--- config.mk ---
export PLATFORM = sky130hd
export DESIGN_NAME = mux_rr_arb
export DESIGN_NICKNAME = d
export VERILOG_FILES = /design/src/rtl/mux_rr_arb.sv
export SDC_FILE = /design/constraint.sdc
export NUM_CORES = 1
export LEC_CHECK = 0
export ABC_AREA = 0
export BUFFER_PORTS_ARGS = -buffer_cell sky130_fd_sc_hd__buf_2
export CELL_PAD_IN_SITES_DETAIL_PLACEMENT = 1
export CELL_PAD_IN_SITES_GLOBAL_PLACEMENT = 2
export CORE_UTILIZATION = 23
export DETAILED_ROUTE_END_ITERATION = 12
export PLACE_DENSITY_LB_ADDON = 0.1
export RECOVER_POWER = 25
export SLEW_MARGIN = 20
export SYNTH_ARGS = -nofsm -noshare
export SYNTH_HDL_FRONTEND = slang
export SYNTH_SLANG_ARGS = --single-unit
export TNS_END_PERCENT = 5
--- constraint.sdc ---
create_clock -name clk -period 2.7 [get_ports clk]
set_clock_uncertainty 0.15 [all_clocks]
set_input_delay 0 -clock clk [delete_from_list [all_inputs] [get_ports clk]]
set_output_delay 0 -clock clk [all_outputs]
set_load 0.02 [all_outputs]
--- src/rtl/mux_rr_arb.sv ---
// ============================================================================
// Module   : mux_rr_arb
// Brief    : N-channel registered mux with valid/ready handshakes; an internal
//            fixed-priority or round-robin arbiter picks the source channel.
// Revision : 1.0 - initial release
// ============================================================================
`default_nettype none

module mux_rr_arb #(
  parameter int NCH  = 4,
  parameter int DW   = 8,
  parameter int SW   = 2,
  parameter int MODE = 1
) (
  input  logic              clk,
  input  logic              rst_n,
  input  logic [NCH*DW-1:0] in_data,
  input  logic [NCH-1:0]    in_valid,
  output logic [NCH-1:0]    in_ready,
  output logic [DW-1:0]     out_data,
  output logic [SW-1:0]     out_sel,
  output logic              out_valid,
  input  logic              out_ready
);

  logic [DW-1:0]  r_data;
  logic [SW-1:0]  r_sel;
  logic           r_valid;
  logic [SW-1:0]  r_ptr;

  logic           w_load_en;
  logic           w_any;
  logic           w_xfer;
  logic [NCH-1:0] w_req_hi;
  logic [SW-1:0]  w_gnt;
  logic [SW-1:0]  w_ptr_nxt;

  function automatic logic [SW-1:0] f_lowest(input logic [NCH-1:0] v);
    f_lowest = '0;
    for (int i = NCH - 1; i >= 0; i--) begin
      if (v[i]) f_lowest = SW'(i);
    end
  endfunction

  // Round-robin: requests at or above the pointer win first; if none, the
  // wrap-around search is simply the lowest requester overall.
  generate
    if (MODE == 1) begin : g_rr
      logic [NCH-1:0] w_mask;
      always_comb begin
        w_mask = '0;
        for (int i = 0; i < NCH; i++) begin
          w_mask[i] = (i >= int'(r_ptr));
        end
      end
      assign w_req_hi = in_valid & w_mask;
    end else begin : g_fp
      assign w_req_hi = '0;
    end
  endgenerate

  assign w_gnt     = (|w_req_hi) ? f_lowest(w_req_hi) : f_lowest(in_valid);
  assign w_any     = |in_valid;
  assign w_load_en = ~r_valid | out_ready;
  assign w_xfer    = w_any & w_load_en & rst_n;
  assign w_ptr_nxt = (w_gnt == SW'(NCH - 1)) ? '0 : w_gnt + SW'(1);

  assign in_ready  = w_xfer ? (NCH'(1) << w_gnt) : '0;

  always_ff @(posedge clk or negedge rst_n) begin
    if (!rst_n) begin
      r_data  <= '0;
      r_sel   <= '0;
      r_valid <= 1'b0;
      r_ptr   <= '0;
    end else if (w_xfer) begin
      r_data  <= in_data[w_gnt*DW +: DW];
      r_sel   <= w_gnt;
      r_valid <= 1'b1;
      if (MODE == 1) r_ptr <= w_ptr_nxt;
    end else if (out_ready) begin
      r_valid <= 1'b0;
    end
  end

  assign out_data  = r_data;
  assign out_sel   = r_sel;
  assign out_valid = r_valid;

endmodule

`default_nettype wire

### Word level (Yosys, flattened, before mapping)

Index checks and enable logic that the tools add are counted.

* add/sub/neg operators: 1
* magnitude comparators: 3
* equality and inequality tests: 1
* shift operators: 2
* muxes and demuxes: 13
* bitwise logic cells: 5
* reduce and logical (&&, ||, !) cells: 3

Operator list (count)
* $shiftx A32 B6 Y8: 1
* $mux W2: 10
* $reduce_or A4 Y1: 2
* $and A4 B4 Y4: 1
* $ge A1 B2 Y1 const A: 2
* $mux W4: 1
* $shl A1 B2 Y4 const A: 1
* $add A2 B1 Y2 const B: 1
* $and A1 B1 Y1: 2
* $eq A2 B2 Y1 const B: 1
* $ge A2 B2 Y1 const A: 1
* $mux W1: 2
* $reduce_bool A2 Y1: 1
* $not A1 Y1: 1
* $or A1 B1 Y1: 1

* register bits: 13
* input bits: 39
* output and inout bits: 15
* word-level logic and storage cells: 32

### Depth between registers and ports, before layout

Gate-level depths: netlist of the first run.

* depth in word-level cells: 9
* mapped depth: 8
* mapped depth without buffers: 6

### Least setup slack after synthesis of the first run

Ideal clock, no wire load.

* path kind: register to register
* start point: register r_ptr[1]
* end point: register r_ptr[1]
* setup time: 0.117 ns
* arrival time: 1.629 ns
* data required time: 2.433 ns
* setup slack: 0.804 ns
* cell stages (with the launch flop): 9
* path buffers: 2
* clock period less this slack: 1.896 ns
* cells stage by stage: dfrtp_1 -> mux2_4 -> o221ai_2 -> buf_6 -> buf_12 -> inv_1 -> ha_1 -> nand2_1 -> nand2_1

* longest elaborated chain between the ends: 8
* elaborated cells between the ends (all ways): 12
* classes of those cells: 1 x add/sub; 3 x order compare; 1 x eq/ne; 5 x mux; 1 x bitwise; 1 x reduce/logical

RTL lines
* from (decl): RTL line 29 `logic [SW-1:0] r_ptr;`
* from (signal assigned): RTL line 80 `if (MODE == 1) r_ptr <= w_ptr_nxt;`
* $ge A2 B2 Y1: RTL line 53 `w_mask[i] = (i >= int'(r_ptr));`
* $and A4 B4 Y4 (*): RTL line 56 `assign w_req_hi = in_valid & w_mask;`
* $mux W2 (3 in series): RTL line 41 `if (v[i]) f_lowest = SW'(i);`
* $mux W2 (*): RTL line 62 `assign w_gnt = (|w_req_hi) ? f_lowest(w_req_hi) : f_lowest(in_valid);`
* named net w_gnt[0]: RTL line 35 `logic [SW-1:0] w_gnt;`
* $add A2 B1 Y2 or $eq A2 B2 Y1 (tied branches): RTL line 66 `assign w_ptr_nxt = (w_gnt == SW'(NCH - 1)) ? '0 : w_gnt + SW'(1);`
* $mux W2 (*): RTL line 66
* named net w_ptr_nxt[1]: RTL line 36 `logic [SW-1:0] w_ptr_nxt;`

Mark *: on every way through the listed nets, which the timed path passes. The rest lies on a longest branch.
A chain may end at the register's enable or synchronous reset.

### Worst setup path in the final report of the first run

* start point: register r_ptr[1]
* end point: register r_data[2] (netlist: out_data[2])

* longest elaborated chain between the ends: 7
* elaborated cells between the ends (all ways): 10
* classes of those cells: 3 x order compare; 1 x shift; 4 x mux; 1 x bitwise; 1 x reduce/logical

RTL lines
* $ge A2 B2 Y1: RTL line 53
* $and A4 B4 Y4 (*): RTL line 56
* $mux W2 (3 in series): RTL line 41
* $mux W2 (*): RTL line 62
* $shiftx A32 B6 Y8 (*): RTL line 77 `r_data <= in_data[w_gnt*DW +: DW];`
* to (signal assigned): RTL line 77
* to (decl): RTL line 26 `logic [DW-1:0] r_data;`

Mark *: on every way between the ends. The rest lies on a longest branch, timed or not.

==> out/qor.txt, run 1 <==
CTS tree -> yes
Count of unique library cells instantiated by Yosys -> 24
Area enclosed by the die boundary -> 4100 um^2
Count of maximum capacitance violations -> 0
Critical path fanouts, max -> 9
Wire per inst -> 13.3 um
Number of H-tree branching levels -> 1
Final worst-path cycle share -> 92.5%
Die width -> 64.0 um
Global-route usage over all layers -> 16.3%
Final HPWL DP -> 2.01 mm
Gp weighted congestion -> 0.740
Dominant combinational cell family by area after synthesis -> multiplexers
Die height -> 64.0 um
Share of layout cells above drive strength 1 -> 34.5%
Gr ovfl total -> 0
Clock slew seen by the registers of the worst setup and hold paths -> 60 ps
Core ar. -> 3660 um^2
Transition time at the pin with the least slew margin -> 722 ps
Top library cells by usage in the layout, fill and taps aside -> sky130_fd_sc_hd__buf_2 (53), sky130_fd_sc_hd__dlygate4sd3_1 (35), sky130_fd_sc_hd__nand2_1 (16), sky130_fd_sc_hd__mux2i_1 (16), sky130_fd_sc_hd__dfrtp_1 (13)
Leakage power of the design -> 0.815 nW
Antenna violations before repair -> 0
Total count of hold-check failures in the final report -> 0
Starting density of the core -> 24.2%
Cell taking the most area after synthesis -> sky130_fd_sc_hd__dfrtp_1
Critical register-to-register path startpoint -> r_ptr[1]$_DFFE_PN0P_
Max Fclk -> 401 MHz
Arr. time, crit path -> 2440 ps
Worst Setup Path Type -> reg -> reg
R2R depth -> 6
Number of warnings issued by yosys -> 0
DRC -> 0
Buffer levels on the longest clock path -> 2
Unrepaired setup endpoints after global routing -> false
Post-Synthesis Mean Instance Area -> 10.2 um^2
Total power consumption of the routed design -> 1.02 mW
Initial detailed-routing violation count -> 21
Post-Synth Adder-Cell Area -> 5.66%
Count of pins on the block boundary -> 54
Synthesized-area fraction occupied by and/or/nand/nor cells -> 15.8%
Layout overhead on the synthesized area -> 78.5%
Synth top area cells -> sky130_fd_sc_hd__dfrtp_1 (37%), sky130_fd_sc_hd__mux2i_1 (18%), sky130_fd_sc_hd__o221ai_1 (7.9%)
Post-DR vias/cell -> 4.45
Reg2reg end -> out_data[2]$_DFFE_PN0P_
Number of iterations in the first detailed-routing pass -> 4
Routed Antenna Nets -> 0
Number of global-route vias before repair -> 1159
Core Rows -> 22
XOR/XNOR Fraction of Synth Area -> 0%
Post-synthesis compound-gate area fraction -> 15.6%
Final Instance Count excl. Fillers -> 225
Syn_nets -> 130
Total cell area at the placement stage -> 1180 um^2
Share of cell area taken by muxes after synthesis -> 19.8%
Share of the yosys chip area belonging to registers -> 36.8%
Post-Layout Inst Area -> 1580 um^2
Number of vias in the routed layout -> 1002
EDFF count, synth -> 0
Final setup TNS -> 0 ps
Max VDD drop -> 0.346 mV
Status -> completed
Endpoint kind of the worst setup timing path -> register
Dominant synthesized flop cell -> sky130_fd_sc_hd__dfrtp_1
Flip-flop and latch count after synthesis -> 13
Slew HR -> 51.6%
Class of the worst hold path -> in -> async
Placed cell count -> 186
Critical path required time -> 2640 ps
Startpoint kind of the worst setup timing path -> register
Number of nets in the layout -> 221
Leading cell type in the layout, fill and taps excluded -> sky130_fd_sc_hd__buf_2
Root cell of the clock tree -> sky130_fd_sc_hd__clkbuf_8
Clock latency on the worst-skew pair -> 240 ps
Count of input and output buffers -> 53
Pwr per Cell Area -> 648 nW/um^2
Post-synth design cell area -> 885 um^2
Number of max-slew violations in the final report -> 0
Final Routed Wirelength -> 2.99 mm
Setup Buffers After CTS -> 0
Wire length of the first global-routing pass -> 5.11 mm
Cell count after synthesis -> 87
Final setup violation count -> 0
Total clock sinks -> 13
Clock period minus final worst setup slack -> 2500 ps
Largest net degree at the start of global routing -> 15
Setup slack of the worst register-to-register path -> 200 ps
Share of Yosys cell area claimed by the top area cell type -> 36.8%
Proportion of synthesized flip-flops having asynchronous set or reset -> 100%
Num CTS Buffers -> 3
Antenna Cells -> 0
-- through the flow --
| stage | util, % | hold WS [ps] | worst slack, ps |
|---|---|---|---|
| floorplan | - | -446 | 804 |
| global placement | 32.3 | -228 | 658 |
| detailed placement | 32.3 | -222 | 635 |
| CTS | 43.1 | 57.9 | 201 |
| global route | 43.1 | 70.9 | 36.3 |
| finish | 43.1 | 51.7 | 203 |
-- worst max-delay path by stage --
| stage | depth (start not counted) | end | from | slack [ps] |
|---|---|---|---|---|
| after floorplan | 8 | r_ptr[1]$_DFFE_PN0P_ | r_ptr[1]$_DFFE_PN0P_ | 800 |
| after global placement | 5 | out_data[7]$_DFFE_PN0P_ | rst_n | 660 |
| after detailed placement | 5 | out_data[6]$_DFFE_PN0P_ | rst_n | 630 |
| after CTS | 6 | out_data[4]$_DFFE_PN0P_ | r_ptr[1]$_DFFE_PN0P_ | 200 |
| after global routing | 6 | out_data[2]$_DFFE_PN0P_ | r_ptr[1]$_DFFE_PN0P_ | 40 |
| final | 6 | out_data[2]$_DFFE_PN0P_ | r_ptr[1]$_DFFE_PN0P_ | 200 |
-- cell families after synthesis --
kind of cell / Yosys count
simple gates: 29
mux: 17
compound gates: 16
flops: 13
buf+inv: 8
fa+ha+maj: 4
-- Yosys cell counts (2+ instances only) --
master and n:
sky130_fd_sc_hd__mux2i_1 16, sky130_fd_sc_hd__nand2_1 16, sky130_fd_sc_hd__dfrtp_1 13, sky130_fd_sc_hd__o221ai_1 8
sky130_fd_sc_hd__and2_1 4, sky130_fd_sc_hd__ha_1 4, sky130_fd_sc_hd__inv_1 4, sky130_fd_sc_hd__a21oi_1 2
sky130_fd_sc_hd__buf_2 2, sky130_fd_sc_hd__nand2b_1 2, sky130_fd_sc_hd__nor2_1 2, sky130_fd_sc_hd__nor2b_1 2
-- critical path, cell delays in order (launching register included) --
cell and delay [ps]:
sky130_fd_sc_hd__dfrtp_1 440, sky130_fd_sc_hd__mux2_4 320, sky130_fd_sc_hd__o221ai_2 270, sky130_fd_sc_hd__buf_4 260, sky130_fd_sc_hd__mux2i_1 210, sky130_fd_sc_hd__dlygate4sd3_1 580
sky130_fd_sc_hd__o221ai_1 110
-- power breakdown --
group          total, mW  internal [mW]  switching, mW
Sequential         0.308          0.262         0.0462
Combinational      0.539          0.265          0.274
Clock              0.177          0.104         0.0724
-- what timing repair did --
action | 4_1_cts | 5_1_grt
hold buffers | 35 | 0
gates resized for setup | 0 | 0
endpoints found under the hold margin | 22 | 0
-- registers in the layout, indices dropped and copies added (netlist names) --
name,cells
out_data,8
out_sel,2
r_ptr,2
out_valid,1
-- area by class of cell --
type / instances / area [um^2]
clock buffer: 4 / 45.0
fill: 456 / 2080
inverter: 4 / 15.0
multi-input combinational: 66 / 503
sequential: 13 / 325
tap: 48 / 60.1
timing repair buffer: 90 / 631
-- metal layers --
| metal | part of all wire, % | GRT usage (%) | vias to the layer above |
|---|---|---|---|
| met3 | 4.3 | 2.86 | 2 |
| met5 | 0 | 0 | - |
| met1 | 39 | 17.1 | 479 |
| met2 | 56 | 31.8 | 30 |
| met4 | 0.67 | 5.68 | 0 |
| li1 | - | - | 491 |
(Power assumes the default switching activity.)
==> run 2, diff against run 1 <==
Settings changed: CORE_UTILIZATION 23 to 25.
Clock period 2.7 ns to 3.2 ns, I/O delays scaled along.
==> run 2 against run 1 <==
  * Global-route usage down 0.17 points
  * First-iteration DRC count is 29% lower
  * Routed wire length fell by 3.5%
  * Non-clock buffer count down 4
  * Clock power is 44% lower
  * Sequential power down 16%
  * Final cell count shrank 2.7%
  * Critical path type unchanged
  * Critical endpoint is now out_data[5]$_DFFE_PN0P_
  * Largest power group unchanged
==> out/qor.txt, run 2 (same netlist as run 1, synthesis figures left out) <==
Start point of the critical path -> r_ptr[1]$_DFFE_PN0P_
Share of layout cells above drive strength 1 -> 34.7%
CTS tree -> yes
Root cell of the clock tree -> sky130_fd_sc_hd__clkbuf_4
Placed cell count -> 183
Area of all sequential standard cells -> 325 um^2
Antenna Cells -> 0
Critical path fanouts, max -> 10
Clock slew seen by the registers of the worst setup and hold paths -> 80 ps
Critical register-to-register path startpoint -> r_ptr[1]$_DFFE_PN0P_
Area enclosed by the die boundary -> 3780 um^2
Transition time at the pin with the least slew margin -> 775 ps
Top library cells by usage in the layout, fill and taps aside -> sky130_fd_sc_hd__buf_2 (53), sky130_fd_sc_hd__dlygate4sd3_1 (32), sky130_fd_sc_hd__nand2_1 (16), sky130_fd_sc_hd__mux2i_1 (16), sky130_fd_sc_hd__dfrtp_1 (13)
Die width -> 61.5 um
Routed Antenna Nets -> 0
Number of nets in the layout -> 217
Number of flip-flops in the largest register -> 8
Status -> completed
Core ar. -> 3360 um^2
Max Fclk -> 335 MHz
Gp weighted congestion -> 0.679
Critical path required time -> 3210 ps
Wire per inst -> 13.2 um
Post-DR vias/cell -> 4.49
Starting density of the core -> 26.3%
Final core occ -> 45.5%
Die height -> 61.5 um
Unrepaired setup endpoints after global routing -> false
Clock period minus final worst setup slack -> 2980 ps
Number of vias in the routed layout -> 983
Multi-input gate area in the final layout -> 514 um^2
Final worst-path cycle share -> 93.1%
Class of the worst hold path -> in -> async
Minimum hold slack -> 12.4 ps
Leakage power of the design -> 0.794 nW
Final HPWL DP -> 1.87 mm
Core Rows -> 21
Count of maximum capacitance violations -> 0
Slew HR -> 48.0%
Clock latency on the worst-skew pair -> 270 ps
Num CTS Buffers -> 3
Largest net degree at the start of global routing -> 15
Final Routed Wirelength -> 2.89 mm
Total count of hold-check failures in the final report -> 0
Gr ovfl total -> 0
Number of H-tree branching levels -> 1
Fillers -> 426
Final setup violation count -> 0
Max VDD drop -> 0.278 mV
Leading cell type in the layout, fill and taps excluded -> sky130_fd_sc_hd__buf_2
DRC -> 0
Wire length of the first global-routing pass -> 4.33 mm
Number of max-slew violations in the final report -> 0
Antenna violations before repair -> 0
Pwr per Cell Area -> 540 nW/um^2
R2R depth -> 6
Final setup TNS -> 0 ps
Endpoint kind of the worst setup timing path -> register
Total clock sinks -> 13
Number of iterations in the first detailed-routing pass -> 4
Initial detailed-routing violation count -> 15
Count of input and output buffers -> 53
Setup Buffers After CTS -> 0
Layout overhead on the synthesized area -> 73.1%
Global-route usage over all layers -> 16.1%
Count of pins on the block boundary -> 54
Startpoint kind of the worst setup timing path -> register
Worst Setup Path Type -> reg -> reg
Arr. time, crit path -> 2990 ps
Buffer levels on the longest clock path -> 2
Final Instance Count excl. Fillers -> 219
Number of global-route vias before repair -> 961
## run 2: changes by cell type in the layout (fill, tap and decap cells not counted)
cell,change
sky130_fd_sc_hd__clkbuf_4,+3
sky130_fd_sc_hd__clkbuf_8,-3
sky130_fd_sc_hd__dlygate4sd3_1,-3
sky130_fd_sc_hd__buf_4,-1
sky130_fd_sc_hd__o221ai_2,-1
sky130_fd_sc_hd__o221ai_4,+1
## run 2: power breakdown
group / switching (mW) / total (mW) / internal, mW
registers: 0.0387 / 0.259 / 0.220
clock network: 0.0521 / 0.100 / 0.0483
logic: 0.239 / 0.467 / 0.229
total: 0.329 / 0.827 / 0.497
## run 2: worst max-delay path: stages, from the launching register on
cell and delay [ps]:
sky130_fd_sc_hd__dfrtp_1 440, sky130_fd_sc_hd__mux2_4 330, sky130_fd_sc_hd__o221ai_4 380, sky130_fd_sc_hd__mux2i_1 260
sky130_fd_sc_hd__dlygate4sd3_1 590, sky130_fd_sc_hd__o221ai_1 130, sky130_fd_sc_hd__dlygate4sd3_1 600
## run 2: what timing repair did
action | in CTS | in global routing
hold buffers | 32 | 0
hold endpoints to repair | 22 | 0
gates resized for setup | 0 | 1
setup endpoints to repair | 0 | 2
## run 2: path summary, 6_finish.rpt
path,endpoint,slack [ps]
max,out_data[5]$_DFFE_PN0P_,220
min,out_data[2]$_DFFE_PN0P_,10
max reg2reg,out_data[5]$_DFFE_PN0P_,220
min reg2reg,out_sel[0]$_DFFE_PN0P_,330
max in group asynchronous,out_sel[1]$_DFFE_PN0P_,2640
min in group clk,r_ptr[0]$_DFFE_PN0P_,200
## run 2: area by class of cell
type                            instances  share of cell area [%]
Timing Repair Buffer                   86                    38.7
Tap cell                               46                    3.76
Inverter                                4                   0.980
Sequential cell                        13                    21.2
Clock buffer                            4                    1.72
Multi-Input combinational cell         66                    33.6
## run 2: metal layers
metal	GRT usage, %	part of all wire [%]
met1	18.0	39
met2	30.7	55
met3	2.94	5.3
met4	4.76	0.45
met5	0	0
## run 2: stage by stage
step / power [mW] / area, um^2 / worst slack, ps
after floorplan: 0.530 / 885 / 1300
after global placement: 0.627 / 1170 / 934
after detailed placement: 0.635 / 1170 / 915
after CTS: 0.822 / 1520 / 142
after global routing: 0.894 / 1530 / 90.3
final: 0.827 / 1530 / 219
